===== config.mk =====
export PLATFORM = sky130hd
export DESIGN_NAME = bit_unit_nest
export DESIGN_NICKNAME = d
export VERILOG_FILES = /design/src/rtl/bitunit_pkg.sv /design/src/rtl/bit_lu.sv /design/src/rtl/bit_unit_nest.sv
export SDC_FILE = /design/constraint.sdc
export NUM_CORES = 1
export LEC_CHECK = 0
export ABC_CLOCK_PERIOD_IN_PS = 8300
export BUFFER_PORTS_ARGS = -buffer_cell sky130_fd_sc_hd__buf_2
export CAP_MARGIN = 20
export CELL_PAD_IN_SITES_DETAIL_PLACEMENT = 1
export CELL_PAD_IN_SITES_GLOBAL_PLACEMENT = 1
export CORE_MARGIN = 5
export CORE_UTILIZATION = 30
export CTS_BUF_LIST = sky130_fd_sc_hd__clkbuf_8
export CTS_CLUSTER_SIZE = 8
export DETAILED_ROUTE_END_ITERATION = 10
export PLACE_DENSITY = 0.63
export RECOVER_POWER = 50
export SKIP_LAST_GASP = 1
export SLEW_MARGIN = 20
export SYNTH_ARGS = -nofsm -noshare
export SYNTH_HDL_FRONTEND = slang
export SYNTH_SLANG_ARGS = --single-unit

===== constraint.sdc =====
create_clock -name CLK -period 8.3 [get_ports CLK]
set_clock_uncertainty 0.2 [all_clocks]
set_input_delay 2.075 -clock CLK [delete_from_list [all_inputs] [get_ports CLK]]
set_output_delay 2.075 -clock CLK [all_outputs]
set_load 0.02 [all_outputs]

===== src/rtl/bitunit_pkg.sv =====
// Shared constants for the PLC bit unit with nesting stack.
// Holds opcode encodings, logic-unit function codes, operand source selects
// and the nesting-stack entry layout.
package bitunit_pkg;

  // Bit-unit opcodes (12..15 decode as NOP)
  localparam logic [3:0] OP_NOP        = 4'd0;
  localparam logic [3:0] OP_LOAD       = 4'd1;
  localparam logic [3:0] OP_LOGIC      = 4'd2;
  localparam logic [3:0] OP_NOT        = 4'd3;
  localparam logic [3:0] OP_SET        = 4'd4;
  localparam logic [3:0] OP_CLR        = 4'd5;
  localparam logic [3:0] OP_NEST_OPEN  = 4'd6;
  localparam logic [3:0] OP_NEST_CLOSE = 4'd7;
  localparam logic [3:0] OP_EDGE_POS   = 4'd8;
  localparam logic [3:0] OP_EDGE_NEG   = 4'd9;
  localparam logic [3:0] OP_NEST_FLUSH = 4'd10;
  localparam logic [3:0] OP_CLR_ERR    = 4'd11;

  // Logic-unit functions
  localparam logic [1:0] LU_AND  = 2'd0;
  localparam logic [1:0] LU_OR   = 2'd1;
  localparam logic [1:0] LU_XOR  = 2'd2;
  localparam logic [1:0] LU_ANDN = 2'd3;

  // Operand source selects (6/7 give constant 0)
  localparam logic [2:0] SRC_ARG = 3'd0;
  localparam logic [2:0] SRC_RAM = 3'd1;
  localparam logic [2:0] SRC_REG = 3'd2;
  localparam logic [2:0] SRC_SEM = 3'd3;
  localparam logic [2:0] SRC_OV  = 3'd4;
  localparam logic [2:0] SRC_CMP = 3'd5;

  // Nesting-stack entry: saved RLO plus the function to apply on close
  localparam int unsigned NEST_W = 3;

  typedef struct packed {
    logic       rlo;
    logic [1:0] op;
  } nest_entry_t;

endpackage


===== src/rtl/bit_lu.sv =====
// Combinational 1-bit logic unit.
// Ports:
//   op - function select (AND, OR, XOR, ANDN = a & ~b)
//   a  - first operand
//   b  - second operand
//   y  - result
module bit_lu
  import bitunit_pkg::*;
(
  input  logic [1:0] op,
  input  logic       a,
  input  logic       b,
  output logic       y
);

  always_comb begin
    y = 1'b0;
    case (op)
      LU_AND:  y = a & b;
      LU_OR:   y = a | b;
      LU_XOR:  y = a ^ b;
      LU_ANDN: y = a & ~b;
      default: y = 1'b0;
    endcase
  end

endmodule


===== src/rtl/bit_unit_nest.sv =====
// PLC bit unit: RLO accumulator, 4-function logic unit and a LIFO nesting
// stack for bracketed expressions with sticky overflow/underflow flags.
// Optional per-slot edge memory for FP/FN is enabled by defining
// BITUNIT_EDGE_EN; without it opcodes 8/9 are NOPs and BU_EdgeIdx is ignored.
// Ports:
//   CLK, CPU_Reset       - clock, asynchronous active-high reset
//   BU_Valid, BU_OPCode  - execute opcode this cycle
//   BU_LU_OPCode         - logic function for LOGIC / pushed with NEST_OPEN
//   BU_SrcSel            - operand B select over the six 1-bit sources
//   BU_EdgeIdx           - edge-memory slot
//   BU_RLO, BU_NestLevel - registered RLO and stack occupancy
//   BU_NestOvf/Unf       - sticky push-on-full / pop-on-empty errors
module bit_unit_nest
  import bitunit_pkg::*;
#(
  parameter int unsigned NEST_DEPTH = 7,
  parameter int unsigned EDGE_SLOTS = 8,
  parameter int unsigned EDGE_IW    = $clog2(EDGE_SLOTS)
) (
  input  logic               CLK,
  input  logic               CPU_Reset,
  input  logic               BU_Valid,
  input  logic [3:0]         BU_OPCode,
  input  logic [1:0]         BU_LU_OPCode,
  input  logic [2:0]         BU_SrcSel,
  input  logic               BU_ArgToSet,
  input  logic               BU_RAMData,
  input  logic               BU_Registers,
  input  logic               BU_Semaphore,
  input  logic               BU_OVResoult,
  input  logic               BU_ComparatorResoult,
  input  logic [EDGE_IW-1:0] BU_EdgeIdx,
  output logic               BU_RLO,
  output logic [4:0]         BU_NestLevel,
  output logic               BU_NestOvf,
  output logic               BU_NestUnf
);

  localparam int unsigned IDX_W = (NEST_DEPTH > 1) ? $clog2(NEST_DEPTH) : 1;

  logic        rlo_q, rlo_d;
  logic [4:0]  level_q, level_d;
  logic        ovf_q, ovf_d;
  logic        unf_q, unf_d;
  logic        push_en;
  nest_entry_t stack_q [NEST_DEPTH];
  nest_entry_t stack_top;
  logic [IDX_W-1:0] push_idx;
  logic [IDX_W-1:0] top_idx;
  logic        operand_b;
  logic        lu_logic_y;
  logic        lu_close_y;
  logic        nest_full;
  logic        nest_empty;

  always_comb begin
    operand_b = 1'b0;
    case (BU_SrcSel)
      SRC_ARG: operand_b = BU_ArgToSet;
      SRC_RAM: operand_b = BU_RAMData;
      SRC_REG: operand_b = BU_Registers;
      SRC_SEM: operand_b = BU_Semaphore;
      SRC_OV:  operand_b = BU_OVResoult;
      SRC_CMP: operand_b = BU_ComparatorResoult;
      default: operand_b = 1'b0;
    endcase
  end

  // level is never above NEST_DEPTH, so truncation to IDX_W is lossless when
  // it is used; top_idx is only meaningful when the stack is non-empty.
  assign push_idx   = IDX_W'(level_q);
  assign top_idx    = IDX_W'(level_q - 5'd1);
  assign stack_top  = stack_q[top_idx];
  assign nest_full  = (level_q == 5'(NEST_DEPTH));
  assign nest_empty = (level_q == 5'd0);

  bit_lu u_lu_logic (
    .op (BU_LU_OPCode),
    .a  (rlo_q),
    .b  (operand_b),
    .y  (lu_logic_y)
  );

  // Closing a bracket combines the saved outer RLO with the inner result
  bit_lu u_lu_close (
    .op (stack_top.op),
    .a  (stack_top.rlo),
    .b  (rlo_q),
    .y  (lu_close_y)
  );

`ifdef BITUNIT_EDGE_EN
  logic [EDGE_SLOTS-1:0] edge_q, edge_d;
  logic                  edge_m;

  assign edge_m = edge_q[BU_EdgeIdx];

  always_ff @(posedge CLK or posedge CPU_Reset) begin
    if (CPU_Reset) begin
      edge_q <= '0;
    end else begin
      edge_q <= edge_d;
    end
  end
`else
  logic unused_edge_idx;
  assign unused_edge_idx = ^BU_EdgeIdx;
`endif

  always_comb begin
    rlo_d   = rlo_q;
    level_d = level_q;
    ovf_d   = ovf_q;
    unf_d   = unf_q;
    push_en = 1'b0;
`ifdef BITUNIT_EDGE_EN
    edge_d  = edge_q;
`endif
    if (BU_Valid) begin
      case (BU_OPCode)
        OP_LOAD:  rlo_d = operand_b;
        OP_LOGIC: rlo_d = lu_logic_y;
        OP_NOT:   rlo_d = ~rlo_q;
        OP_SET:   rlo_d = 1'b1;
        OP_CLR:   rlo_d = 1'b0;
        OP_NEST_OPEN: begin
          if (nest_full) begin
            ovf_d = 1'b1;
          end else begin
            push_en = 1'b1;
            rlo_d   = operand_b;
            level_d = level_q + 5'd1;
          end
        end
        OP_NEST_CLOSE: begin
          if (nest_empty) begin
            unf_d = 1'b1;
          end else begin
            rlo_d   = lu_close_y;
            level_d = level_q - 5'd1;
          end
        end
`ifdef BITUNIT_EDGE_EN
        OP_EDGE_POS: begin
          rlo_d              = rlo_q & ~edge_m;
          edge_d[BU_EdgeIdx] = rlo_q;
        end
        OP_EDGE_NEG: begin
          rlo_d              = ~rlo_q & edge_m;
          edge_d[BU_EdgeIdx] = rlo_q;
        end
`endif
        OP_NEST_FLUSH: level_d = 5'd0;
        OP_CLR_ERR: begin
          ovf_d = 1'b0;
          unf_d = 1'b0;
        end
        default: ;
      endcase
    end
  end

  always_ff @(posedge CLK or posedge CPU_Reset) begin
    if (CPU_Reset) begin
      rlo_q   <= 1'b0;
      level_q <= 5'd0;
      ovf_q   <= 1'b0;
      unf_q   <= 1'b0;
    end else begin
      rlo_q   <= rlo_d;
      level_q <= level_d;
      ovf_q   <= ovf_d;
      unf_q   <= unf_d;
    end
  end

  always_ff @(posedge CLK or posedge CPU_Reset) begin
    if (CPU_Reset) begin
      for (int i = 0; i < int'(NEST_DEPTH); i++) begin
        stack_q[i] <= '0;
      end
    end else if (push_en) begin
      stack_q[push_idx] <= '{rlo: rlo_q, op: BU_LU_OPCode};
    end
  end

  assign BU_RLO       = rlo_q;
  assign BU_NestLevel = level_q;
  assign BU_NestOvf   = ovf_q;
  assign BU_NestUnf   = unf_q;

endmodule


# Word level (Yosys, flattened, before mapping)
# Index checks and enable logic that the tools add are counted.
dict set report totals {
  ff_bits 29
  latchBits 0
  ram_bits 0
  mem_bits_ro 0
  in_bits 21
  out_inout_bits 8
  elab_cells 95
  mem_count 0
}
dict set report op_classes {
  add_sub_neg 2
  n_mul 0
  div 0
  n_lt_le_gt_ge 3
  n_eq_ne 25
  n_shift 0
  mux 22
  n_bitwise 12
  n_reduce_logical 13
}
# operator count
set op_table {}
lappend op_table {{21-bit bitwise mux} 1}
lappend op_table {{4-bit by 3-bit equality test with 1-bit output (second input constant)} 4}
lappend op_table {{5-bit one-hot mux with 3 select lines} 1}
lappend op_table {{5-bit 2-to-1 mux} 2}
lappend op_table {{3-bit binary-select mux with 3-bit select} 1}
lappend op_table {{3-bit demux with 3-bit select} 1}
lappend op_table {{3-bit 2-to-1 mux} 3}
lappend op_table {{2-bit equality test (second input constant)} 4}
lappend op_table {{4-bit by 2-bit equality test with 1-bit output (second input constant)} 2}
lappend op_table {{4-bit equality test (second input constant)} 2}
lappend op_table {{4-bit >= comparator (second input constant)} 2}
lappend op_table {{2-bit != test (second input constant)} 4}
lappend op_table {{3-bit inverter with 4-bit output} 2}
lappend op_table {{1-bit one-hot mux with 4 select lines} 2}
lappend op_table {{4-bit AND reduction} 2}
lappend op_table {{1-bit 2-to-1 mux} 7}
lappend op_table {{1-bit one-hot mux with 7 select lines} 1}
lappend op_table {{7-bit nonzero test} 1}
lappend op_table {{3-bit by 2-bit equality test with 1-bit output (second input constant)} 2}
lappend op_table {{3-bit equality test (second input constant)} 2}
lappend op_table {{1-bit one-hot mux with 6 select lines} 1}
lappend op_table {{3-bit AND reduction} 2}
lappend op_table {{5-bit by 1-bit adder with 5-bit output (second input constant)} 1}
lappend op_table {{5-bit by 3-bit equality test with 1-bit output (second input constant)} 1}
lappend op_table {{16 further kinds} 26}

# Depth between registers and ports, before layout
# Gate-level depths: netlist of the first run.
dict set report logic_depth {
  word_depth 9
  ltp_mapped 13
  ltp_nobuf 11
}

# Hierarchy
# A second synthesis of the first run with hierarchy kept.
dict set report unflattened {
  cells_unflattened 188
  area_unflattened_um2 2037.0
}
# module instances cells_each area_per_inst_um2 seq_area_each_um2
set modules_own_cells {}
lappend modules_own_cells {bit_unit_nest 1 162 1826.8 725.7}
lappend modules_own_cells {bit_lu 2 13 105.1 0.0}

# Worst setup path before layout of the first run
# OpenSTA, ideal clock, no wires.
dict set report synth_timing {
  kind {input-to-reg}
  startpoint {in BU_SrcSel[0]}
  endpoint {reg rlo_q, in the netlist BU_RLO}
  setup_time_ns 0.140
  arrival_ns 3.660
  t_required_ns 7.960
  slack_ns 4.299
  path_stages 10
  path_buffers 0
  cell_sequence {mux4_2 -> nand2b_1 -> nand2_1 -> inv_1 -> ha_1 -> nand2_1 -> a21oi_1 -> a221oi_1 -> o211a_1 -> o221ai_1}
}
dict set report synth_between {
  elab_chain_len 6
  elab_cells_between_ends 15
  classes_between {5 x eq/ne; 4 x mux; 5 x bitwise; 1 x reduce/logical}
}
# element line
set synth_rtl {}
lappend synth_rtl {{start: declaration} bit_unit_nest.sv:25} ;# input logic [2:0] BU_SrcSel,
lappend synth_rtl {{3-bit equality test, or another cell as far along} bit_unit_nest.sv:58} ;# case (BU_SrcSel)
lappend synth_rtl {{1-bit one-hot mux with 6 select lines *} bit_unit_nest.sv:58}
lappend synth_rtl {{1-bit inverter} bit_lu.sv:22} ;# LU_ANDN: y = a & ~b;
lappend synth_rtl {{1-bit bitwise AND} bit_lu.sv:22}
lappend synth_rtl {{1-bit one-hot mux with 4 select lines} bit_lu.sv:18} ;# case (op)
lappend synth_rtl {{1-bit one-hot mux with 7 select lines *} bit_unit_nest.sv:120} ;# case (BU_OPCode)
lappend synth_rtl {{end signal: assignment} bit_unit_nest.sv:170} ;# rlo_q <= rlo_d;
lappend synth_rtl {{end: declaration} bit_unit_nest.sv:41} ;# logic rlo_q, rlo_d;
# Every way passes the cells marked *; elsewhere a longest branch is shown, timed or not. The select of a mux whose other input is x is not followed.
# A chain may end at the register's enable or synchronous reset.

# Worst setup path after layout of the first run
# Same ends and word-level chain as after synthesis.

==> flow_metrics.env, run 1 <==
export IMPL_cts_setup_buffers=0
export IMPL_crit_chain="buf_2 > mux4_2 > nand2b_1 > nand2_1 > inv_1 > ha_1 > nand2_1 > a21oi_1 > a221oi_1 > o211a_1 > o221ai_1"
export IMPL_dp_cells=281
export IMPL_post_route_period_util_pct=48.8
export IMPL_numCtsBuffers=5
export IMPL_yosys_cell_types_count=55
export IMPL_violations="max-capacitance violations, max-slew violations"
export IMPL_synth_avg_cell_area_um2=11.0
export IMPL_antenna_found_initial=0
export IMPL_firstDrtPassIters=4
export IMPL_finalSetupTns_ns=0
export IMPL_reg2regPathDepth=11
export IMPL_fin_nets=240
export IMPL_ff2ff_setup_slack_ns=4.81
export IMPL_path_clk_slew_ns=0.07
export IMPL_via_count=1516
export IMPL_syn_area_mm2=0.00204
export IMPL_syn_nets=218
export IMPL_crit_path_max_incr_delay_ns=0.50
export IMPL_crit_end="BU_RLO"
export IMPL_ys_seq_elements=29
export IMPL_cp_end_kind="flip-flop"
export IMPL_die_area_mm2=0.00854
export IMPL_cts_sinks=29
export IMPL_finalNonFillerCells=289
export IMPL_crit_top_cell="nand2_1"
export IMPL_via_per_inst=5.25
export IMPL_min_delay_path_class="flip-flop to flip-flop"
export IMPL_yosys_area_share_simple_pct=15.3
export IMPL_initialDrtViolationCount=66
export IMPL_muxShareOfSynthArea_pct=21.8
export IMPL_min_from="stack_q[16]"
export IMPL_die_w_um=92.4
export IMPL_final_util_pct=34.0
export IMPL_yosys_warnings=0
export IMPL_critical_path_top_delay_family="compound AO/OA/AOI/OAI gates"
export IMPL_crit_type="primary input to flip-flop"
export IMPL_synthArstFlopShare_pct=100
export IMPL_drv_cap=1
export IMPL_min_path_cells=1
export IMPL_start_util_pct=30.3
export IMPL_cts_tree="yes"
export IMPL_synthCells=186
export IMPL_cts_resized_gates=0
export IMPL_pin_count=29
export IMPL_r2r_start="BU_NestLevel[0]"
export IMPL_grt_max_degree=30
export IMPL_place_ws_ns=3.95
export IMPL_arrival_ns=4.00
export IMPL_area_growth_pct=12.2
export IMPL_final_setup_worst_slack_ns=4.25
export IMPL_outcome="finished with violations"
export IMPL_slowest_stage="mux4_2"
export IMPL_required_ns=8.25
export IMPL_setup_violations=0
export IMPL_p_leak_nw=1.08
export IMPL_synth_edff_count=0
export IMPL_fmax_ghz=0.247
export IMPL_hold_viol=0
export IMPL_worst_pin_slew_ns=1.60
export IMPL_clockBufferDepth=2
export IMPL_synth_compound_area_share_pct=14.1
export IMPL_grt_pass1_vias=1570
export IMPL_critPathMaxFanout=3
export IMPL_cp_depth=11
export IMPL_slew_headroom_pct=-6.97
export IMPL_fin_crit_ns=4.05
export IMPL_clk_latency_ns=0.28
export IMPL_synthAdderAreaFrac_pct=6.75
export IMPL_drt_total_wl_um=4720
export IMPL_crit_path_start="BU_SrcSel[0]"
export IMPL_synth_xor_area_share_pct=0.859
export IMPL_drc_errors=0
export IMPL_grt_usage_pct=11.9
export IMPL_die_h_um=92.4
export IMPL_max_vdd_ir_drop_uv=84.1
export IMPL_synth_top_family_by_area="multiplexers"
export IMPL_finish_instance_area_mm2=0.00229
export IMPL_place_area_mm2=0.00221
export IMPL_nFillCells=758
export IMPL_drive_gt1_share_pct=33.5
export IMPL_cts_root_buf="clkbuf_8"
export IMPL_ctsHoldBuffers=0
export IMPL_reg2reg_to="BU_RLO"
export IMPL_coreArea_mm2=0.00672
export IMPL_final_antenna_net_count=0
export IMPL_hpwlAfterDp_um=3620
export IMPL_grt_pass1_wl_um=8070
export IMPL_critPathLaunchType="primary input"
export IMPL_synthFlopType="dfrtp_1"
export IMPL_overflow=0
export IMPL_final_max_slew_viol_count=30
export IMPL_rsz0062_at_grt="false"
export IMPL_path_buf_inv=2
export IMPL_place_congestion=0.766
export IMPL_n_antenna_cell=0
export IMPL_seq_area_frac_synth_pct=35.6
export IMPL_power_per_cell_area_mw_per_mm2=284
export IMPL_portBuffers=25
export IMPL_wl_per_cell_um=16.3
export IMPL_htree_levels=2
export IMPL_num_rows=30
-- registers in the layout, summed over array words and instances (netlist names) --
signal and cells:
stack_q 21, BU_NestLevel 5, BU_NestOvf 1, BU_NestUnf 1, BU_RLO 1
-- placed cells by master (no fill, tap or decap), types with 3 or more instances in the layout --
cell,Yosys,layout
dfrtp_1,29,29
buf_2,4,21
inv_1,14,14
mux2_2,14,14
ha_1,11,11
mux2_4,9,9
nand2_1,8,8
a21oi_1,7,7
nor2_1,6,6
nand3_1,6,6
nand2b_1,5,5
mux2i_1,5,5
clkbuf_8,0,5
clkbuf_1,4,5
a41oi_1,4,4
mux4_2,4,4
or3_4,3,3
a31oi_1,3,3
o21ai_0,3,3
-- kinds of logic (layout without fill, tap and decap cells) --
| kind of cell | after synthesis | after routing |
|---|---|---|
| adders and majority gates | 11 | 11 |
| muxes | 33 | 33 |
| xor gates and xnor gates | 2 | 2 |
| and+or+nand+nor | 48 | 48 |
| AOI/OAI and AO/OA | 38 | 38 |
| DFF | 29 | 29 |
| buffers and inverters | 25 | 48 |
-- synthesized netlist by cell type (4+ instances only) --
| master | n | share of area (%) |
|---|---|---|
| inv_1 | 14 | 2.6 |
| mux2_2 | 14 | 7.7 |
| dfrtp_1 | 29 | 36 |
| nand2_1 | 8 | 1.5 |
| nand3_1 | 6 | 1.5 |
| mux4_2 | 4 | 4.4 |
| ha_1 | 11 | 6.8 |
| buf_2 | 4 | 0.98 |
| nor2_1 | 6 | 1.1 |
| a21oi_1 | 7 | 1.7 |
| a41oi_1 | 4 | 1.7 |
| mux2_4 | 9 | 6.6 |
| clkbuf_1 | 4 | 0.74 |
| nand2b_1 | 5 | 1.5 |
| mux2i_1 | 5 | 2.5 |
-- per-layer routing --
layer | global-route usage (%) | wire length, um | vias to the layer above
met5 | 0 | 0 | -
met4 | 4.70 | 83 | 0
met3 | 2.44 | 168 | 6
met2 | 19.3 | 2260 | 24
met1 | 15.5 | 2210 | 756
li1 | - | - | 730
-- report_power, final --
group / internal (mW) / switching [mW]
combinational: 0.142 / 0.154
sequential: 0.182 / 0.0568
clock: 0.0577 / 0.0576
total: 0.382 / 0.269
-- metrics by stage --
stage	power, mW	hold WS (ns)
finish	0.651	0.309
global route	0.704	0.327
CTS	0.662	0.310
detailed placement	0.544	0.290
global placement	0.534	0.288
floorplan	0.461	0.276
-- worst min path at each step --
stage,to,slack (ns)
floorplan,stack_q[12],0.28
global placement,stack_q[1],0.29
detailed placement,stack_q[16],0.29
CTS,stack_q[16],0.31
global route,stack_q[9],0.33
finish,stack_q[16],0.31
-- area by class of cell --
cell class,count,area [um2],share of cell area [%]
Clock buffer,5,68.8,3.01
Tap cell,80,100,4.38
Inverter,14,52.6,2.30
Sequential cell,29,726,31.7
Multi-Input combinational cell,132,1200,52.4
Clock inverter,3,17.5,0.766
Timing Repair Buffer,26,124,5.42
No activity file was read; power rests on OpenSTA's default activity.
==> run 2, diff against run 1 <==
--- a/config.mk
+++ b/config.mk
@@ -5,7 +5,7 @@
 export SDC_FILE = /design/constraint.sdc
 export NUM_CORES = 1
 export LEC_CHECK = 0
-export ABC_CLOCK_PERIOD_IN_PS = 8300
+export ABC_CLOCK_PERIOD_IN_PS = 4150
 export BUFFER_PORTS_ARGS = -buffer_cell sky130_fd_sc_hd__buf_2
 export CAP_MARGIN = 20
 export CELL_PAD_IN_SITES_DETAIL_PLACEMENT = 1
==> constraint.sdc (replaced) <==
create_clock -name CLK -period 4.15 [get_ports CLK]
set_clock_uncertainty 0.2 [all_clocks]
set_input_delay 1.0375 -clock CLK [delete_from_list [all_inputs] [get_ports CLK]]
set_output_delay 1.0375 -clock CLK [all_outputs]
set_load 0.02 [all_outputs]
==> run 2 against run 1 <==
  * Sequential share of layout area fell by 0.53 points
  * Count of clock-buffer cells in the layout rose by 1
  * Sequential power up 90%
  * Total power is 110% higher
  * Worst hold slack worse by 0.00083 ns
  * The run still ends with max-capacitance violations, max-slew violations left
  * Register-to-register slack got worse by 3.8 ns
  * Via count grew 1.3%
  * Cell area grew 1.7%
  * Critical endpoint unchanged
  * Non-clock buffer count grew 1
  * Final cell count increased by 0.35%
  * First-iteration DRC count shrank 15%
  * Utilization rose by 0.58 points
==> flow_metrics.env, run 2 (synthesis gave the netlist of run 1 again) <==
export IMPL_critPathMaxFanout=11
export IMPL_hold_ws_ns=0.308
export IMPL_grt_max_degree=30
export IMPL_finalSetupTns_ns=0
export IMPL_violations="max-capacitance violations, max-slew violations"
export IMPL_largest_reg_flops=21
export IMPL_hpwlAfterDp_um=3520
export IMPL_finish_instance_area_mm2=0.00233
export IMPL_critical_path_top_delay_family="adder cells"
export IMPL_cts_resized_gates=0
export IMPL_n_antenna_cell=0
export IMPL_post_route_period_util_pct=74.8
export IMPL_path_buf_inv=2
export IMPL_numCtsBuffers=5
export IMPL_clk_latency_ns=0.28
export IMPL_fin_crit_ns=3.10
export IMPL_max_vdd_ir_drop_uv=160
export IMPL_pin_count=29
export IMPL_die_h_um=92.4
export IMPL_final_common_cell="dfrtp_1"
export IMPL_firstDrtPassIters=4
export IMPL_outcome="finished with violations"
export IMPL_cts_setup_buffers=0
export IMPL_swShare_pct=38.6
export IMPL_drive_gt1_share_pct=33.8
export IMPL_antenna_found_initial=0
export IMPL_start_util_pct=30.3
export IMPL_drc_errors=0
export IMPL_die_w_um=92.4
export IMPL_drt_total_wl_um=4740
export IMPL_initialDrtViolationCount=56
export IMPL_clockPowerShare_pct=22.3
export IMPL_regMostFlops="stack_q"
export IMPL_critPathLaunchType="flip-flop"
export IMPL_power_per_cell_area_mw_per_mm2=594
export IMPL_via_per_inst=5.30
export IMPL_ctsHoldBuffers=0
export IMPL_slew_headroom_pct=-8.59
export IMPL_arrival_ns=3.10
export IMPL_crit_path_max_incr_delay_ns=0.59
export IMPL_grt_pass1_wl_um=8560
export IMPL_cp_end_kind="flip-flop"
export IMPL_nFillCells=751
export IMPL_cts_tree="yes"
export IMPL_coreArea_mm2=0.00672
export IMPL_setup_violations=0
export IMPL_cell_internal_pwr_mw=0.847
export IMPL_p_switching_mw=0.533
export IMPL_grt_usage_pct=12.5
export IMPL_final_max_slew_viol_count=30
export IMPL_hold_viol=0
export IMPL_via_count=1536
export IMPL_worst_pin_slew_ns=1.63
export IMPL_drv_cap=1
export IMPL_fin_nets=241
export IMPL_grt_pass1_vias=1692
export IMPL_p_leak_nw=1.11
export IMPL_htree_levels=2
export IMPL_cts_root_buf="clkbuf_8"
export IMPL_portBuffers=25
export IMPL_p_comb_share_pct=44.8
export IMPL_num_rows=30
export IMPL_place_congestion=0.752
export IMPL_cts_sinks=29
export IMPL_place_area_mm2=0.00222
export IMPL_crit_type="flip-flop to flip-flop"
export IMPL_overflow=0
export IMPL_die_area_mm2=0.00854
export IMPL_rsz0062_at_grt="false"
export IMPL_power_frac_seq_pct=32.9
export IMPL_area_growth_pct=14.1
export IMPL_clockBufferDepth=2
export IMPL_wl_per_cell_um=16.4
export IMPL_path_clk_slew_ns=0.06
export IMPL_slowest_stage="ha_1"
export IMPL_final_util_pct=34.6
export IMPL_min_delay_path_class="flip-flop to flip-flop"
export IMPL_layout_common_cells="dfrtp_1 (29), buf_2 (22), inv_1 (15), mux2_2 (14), ha_1 (11)"
export IMPL_final_antenna_net_count=0
export IMPL_fmax_ghz=0.322
export IMPL_crit_chain="inv_1 > ha_1 > mux2i_1 > o21ai_0 > mux2i_1 > inv_1 > ha_1 > xnor2_1 > o31ai_1 > o2111ai_1 > o221ai_1"
export IMPL_required_ns=4.15
run 2: changes by cell type in the layout (fill, tap and decap cells not counted):
cell        delta
buf_2          +1
buf_4          +1
bufinv_16      +1
clkbuf_1       -1
clkbuf_8       +1
clkinv_2       -2
clkinvlp_4     -1
inv_1          +1
run 2: path summary, 6_finish.rpt:
| kind | startpoint | end | slack, ns | depth (start not counted) |
|---|---|---|---|---|
| min in group asynchronous | CPU_Reset | stack_q[7] | 1.10 | 3 |
| hold reg to reg | stack_q[1] | stack_q[1] | 0.31 | 1 |
| hold / removal | stack_q[1] | stack_q[1] | 0.31 | 1 |
| setup reg to reg | BU_NestLevel[1] | BU_RLO | 1.05 | 11 |
| max in group asynchronous | CPU_Reset | stack_q[18] | 1.70 | 3 |
| setup / recovery | BU_NestLevel[1] | BU_RLO | 1.05 | 11 |
run 2: layout make-up:
| class | instances | area, um2 | area share [%] |
|---|---|---|---|
| clock buffers | 6 | 82.6 | 3.55 |
| clock inverters | 2 | 33.8 | 1.45 |
| inverters | 14 | 52.6 | 2.26 |
| multi-input cells | 132 | 1200 | 51.5 |
| flip-flops and latches | 29 | 726 | 31.2 |
| well taps | 80 | 100 | 4.30 |
| repair buffers | 27 | 133 | 5.70 |
run 2: per-stage QoR:
stage	power [mW]	instances	setup slack, ns
finish	1.38	290	1.05
global route	1.50	290	0.722
CTS	1.40	290	1.02
detailed placement	1.09	282	0.850
global placement	1.07	282	0.884
floorplan	0.921	186	1.00
run 2: worst register-to-register path, stage by stage (launching register included):
cell	delay [ns]
dfrtp_1	0.50
inv_1	0.19
ha_1	0.59
mux2i_1	0.24
o21ai_0	0.12
mux2i_1	0.24
inv_1	0.10
ha_1	0.21
xnor2_1	0.12
o31ai_1	0.26
o2111ai_1	0.14
o221ai_1	0.10
run 2: layer usage:
metal / wire, um / GRT usage, % / up-vias
met3: 205 / 3.09 / 8
met1: 2250 / 16.5 / 767
met4: 88 / 5.32 / 0
met2: 2200 / 19.6 / 25
li1: - / - / 736
met5: 0 / 0 / -
run 2: power groups by stage:
stage / registers (mW) / logic, mW / clock network, mW
final: 0.454 / 0.619 / 0.308
after global routing: 0.472 / 0.692 / 0.334
after CTS: 0.455 / 0.629 / 0.320
after detailed placement: 0.461 / 0.627 / 0
after global placement: 0.457 / 0.617 / 0
after floorplan: 0.460 / 0.461 / 0
==> run 3, diff against run 2 <==
--- a/config.mk
+++ b/config.mk
@@ -5,7 +5,8 @@
 export SDC_FILE = /design/constraint.sdc
 export NUM_CORES = 1
 export LEC_CHECK = 0
-export ABC_CLOCK_PERIOD_IN_PS = 4150
+export ABC_AREA = 1
+export ABC_CLOCK_PERIOD_IN_PS = 2800
 export BUFFER_PORTS_ARGS = -buffer_cell sky130_fd_sc_hd__buf_2
 export CAP_MARGIN = 20
 export CELL_PAD_IN_SITES_DETAIL_PLACEMENT = 1
@@ -15,7 +16,7 @@
 export CTS_BUF_LIST = sky130_fd_sc_hd__clkbuf_8
 export CTS_CLUSTER_SIZE = 8
 export DETAILED_ROUTE_END_ITERATION = 10
-export PLACE_DENSITY = 0.63
+export PLACE_DENSITY = 0.69
 export RECOVER_POWER = 50
 export SKIP_LAST_GASP = 1
 export SLEW_MARGIN = 20
==> constraint.sdc (replaced) <==
create_clock -name CLK -period 2.8 [get_ports CLK]
set_clock_uncertainty 0.2 [all_clocks]
set_input_delay 0.7 -clock CLK [delete_from_list [all_inputs] [get_ports CLK]]
set_output_delay 0.7 -clock CLK [all_outputs]
set_load 0.02 [all_outputs]
==> run 3 against run 2 <==
  * The flow now finishes without violations
  * Clock power increased by 54%
  * Final cell count up 29%
  * Routed wire length increased by 10%
  * Utilization up 2.1 points
  * Worst hold slack got worse by 0.16 ns
  * Largest power group unchanged
==> flow_metrics.env, run 3 <==
export IMPL_synthFlopType="dfrtp_1"
export IMPL_final_setup_worst_slack_ns=0.267
export IMPL_yosysTopAreaCell="dfrtp_1"
export IMPL_outcome="complete, no violations"
export IMPL_regMostFlops="stack_q"
export IMPL_start_util_pct=31.2
export IMPL_hold_viol=0
export IMPL_ys_seq_elements=29
export IMPL_slowest_stage="dfrtp_2"
export IMPL_drt_total_wl_um=5230
export IMPL_via_per_inst=4.85
export IMPL_synth_most_common_cell="nand2_1"
export IMPL_clk_latency_ns=0.30
export IMPL_swShare_pct=43.6
export IMPL_numCtsBuffers=5
export IMPL_grt_usage_pct=13.3
export IMPL_wl_per_cell_um=14.0
export IMPL_crit_top_cell="nand2_1"
export IMPL_grt_pass1_wl_um=8980
export IMPL_cell_internal_pwr_mw=1.17
export IMPL_coreArea_mm2=0.00642
export IMPL_cts_tree="yes"
export IMPL_synthArstFlopShare_pct=100
export IMPL_cts_root_buf="clkbuf_8"
export IMPL_n_antenna_cell=0
export IMPL_grt_pass1_vias=1854
export IMPL_die_h_um=91.7
export IMPL_p_leak_nw=1.15
export IMPL_pin_count=29
export IMPL_layout_common_cells="nand2_1 (58), inv_1 (35), dfrtp_1 (28), buf_2 (23), nor2_1 (22)"
export IMPL_yosys_warnings=0
export IMPL_crit_path_max_incr_delay_ns=0.40
export IMPL_htree_levels=2
export IMPL_power_frac_seq_pct=29.8
export IMPL_synth_top_area_share_pct=36.2
export IMPL_area_growth_pct=17.7
export IMPL_hpwlAfterDp_um=3990
export IMPL_firstDrtPassIters=4
export IMPL_drive_gt1_share_pct=20.9
export IMPL_grt_util_met2_pct=23.3
export IMPL_final_common_cell="nand2_1"
export IMPL_synthCells=263
export IMPL_portBuffers=25
export IMPL_power_per_cell_area_mw_per_mm2=876
export IMPL_critPathLaunchType="flip-flop"
export IMPL_num_rows=29
export IMPL_post_route_period_util_pct=90.5
export IMPL_seq_area_frac_synth_pct=36.2
export IMPL_syn_nets=295
export IMPL_reg2regPathDepth=14
export IMPL_cts_setup_buffers=0
export IMPL_place_ws_ns=0.0937
export IMPL_critPathMaxFanout=3
export IMPL_syn_area_mm2=0.00200
export IMPL_use_met3_pct=2.86
export IMPL_initialDrtViolationCount=48
export IMPL_drv_cap=0
export IMPL_gr_usage_met1_pct=16.2
export IMPL_overflow=0
export IMPL_hold_ws_ns=0.151
export IMPL_largest_reg_flops=21
export IMPL_required_ns=2.79
export IMPL_clockPowerShare_pct=22.9
export IMPL_final_antenna_net_count=0
export IMPL_crit_type="flip-flop to flip-flop"
export IMPL_cts_sinks=29
export IMPL_busiest_layer="met2"
export IMPL_finalSetupTns_ns=0
export IMPL_nFillCells=832
export IMPL_clockBufferDepth=2
export IMPL_arrival_ns=2.52
export IMPL_via_count=1814
export IMPL_fin_crit_ns=2.53
export IMPL_final_util_pct=36.7
export IMPL_yosys_top_cells_area="dfrtp_1 (36%), nand2_1 (11%), ha_1 (6.9%)"
export IMPL_drc_errors=0
export IMPL_final_max_slew_viol_count=0
export IMPL_die_w_um=91.7
export IMPL_p_switching_mw=0.901
export IMPL_path_clk_slew_ns=0.07
export IMPL_rsz0062_at_grt="false"
export IMPL_fmax_ghz=0.395
export IMPL_ys_top_cells_by_count="nand2_1 (59), inv_1 (36), dfrtp_1 (29), nor2_1 (21), o21ai_0 (20)"
export IMPL_max_vdd_ir_drop_uv=240
export IMPL_synth_edff_count=0
export IMPL_die_area_mm2=0.00842
export IMPL_worst_pin_slew_ns=1.22
export IMPL_setup_violations=0
export IMPL_antenna_found_initial=0
export IMPL_min_delay_path_class="primary input to asynchronous set/reset pin"
export IMPL_synth_avg_cell_area_um2=7.62
export IMPL_grt_max_degree=23
export IMPL_fin_nets=328
export IMPL_slew_headroom_pct=18.7
export IMPL_p_comb_share_pct=47.3
export IMPL_crit_chain="inv_1 > ha_1 > xor2_1 > nand3_1 > nand2_1 > ha_1 > nand2_1 > o21ai_0 > o21ai_0 > inv_1 > a21oi_1 > nand2_1 > nand2_1 > nand2_1"
export IMPL_cp_end_kind="flip-flop"
export IMPL_yosys_cell_types_count=31
export IMPL_place_congestion=0.765
export IMPL_p_total_mw=2.07
run 3: critical path: cells and delay by family (launching register included):
family | cells | cell delay, ns
AOI/OAI and AO/OA | 3 | 0.33
buffers and inverters | 2 | 0.20
adders and majority gates | 2 | 0.48
and+or+nand+nor | 6 | 0.49
DFF | 1 | 0.40
xor gates and xnor gates | 1 | 0.29
run 3: cells by family after synthesis:
logic type | count (synthesis) | synth area share, %
xor+xnor | 6 | 2.62
simple gates | 119 | 29.5
fa+ha+maj | 11 | 6.87
buf+inv | 43 | 8.61
flops | 29 | 36.2
compound gates | 55 | 16.2
run 3: repair_timing:
action,in CTS,in global routing
resized for setup,0,4
endpoints found under the setup margin,0,1
hold buffers,0,0
run 3: area by class of cell:
class / count / area (um2) / area share [%]
multi-input cells: 191 / 1110 / 47.2
flip-flops and latches: 29 / 727 / 30.8
repair buffers: 30 / 156 / 6.63
inverters: 39 / 146 / 6.20
well taps: 77 / 96.3 / 4.08
clock buffers: 6 / 82.6 / 3.50
clock inverters: 2 / 37.5 / 1.59
run 3: metrics by stage:
stage | area [um2] | std cells
4_1_cts | 2360 | 374
5_1_grt | 2360 | 374
3_5_place_dp | 2240 | 366
6_report | 2360 | 374
3_3_place_gp | 2240 | 366
2_1_floorplan | 2010 | 263
run 3: path summary, 6_finish.rpt:
kind,slack [ns],startpoint,to
worst max-delay path,0.27,BU_NestLevel[0],BU_RLO
worst min-delay path,0.15,CPU_Reset,BU_NestLevel[4]
worst max register to register,0.27,BU_NestLevel[0],BU_RLO
worst min register to register,0.29,stack_q[5],stack_q[5]
max in group asynchronous,0.81,CPU_Reset,stack_q[8]
min in group CLK,0.29,stack_q[5],stack_q[5]
run 3: per-layer routing:
layer / part of all wire [%] / routed length, um
met5: 0 / 0
met4: 1.5 / 79
met3: 2.5 / 129
met2: 50 / 2630
met1: 46 / 2400
run 3: power by group through the flow:
stage / registers (mW) / logic [mW] / clock network (mW)
after floorplan: 0.669 / 0.631 / 0
after global placement: 0.619 / 0.935 / 0
after detailed placement: 0.624 / 0.956 / 0
after CTS: 0.617 / 0.967 / 0.486
after global routing: 0.631 / 1.11 / 0.513
final: 0.616 / 0.977 / 0.473
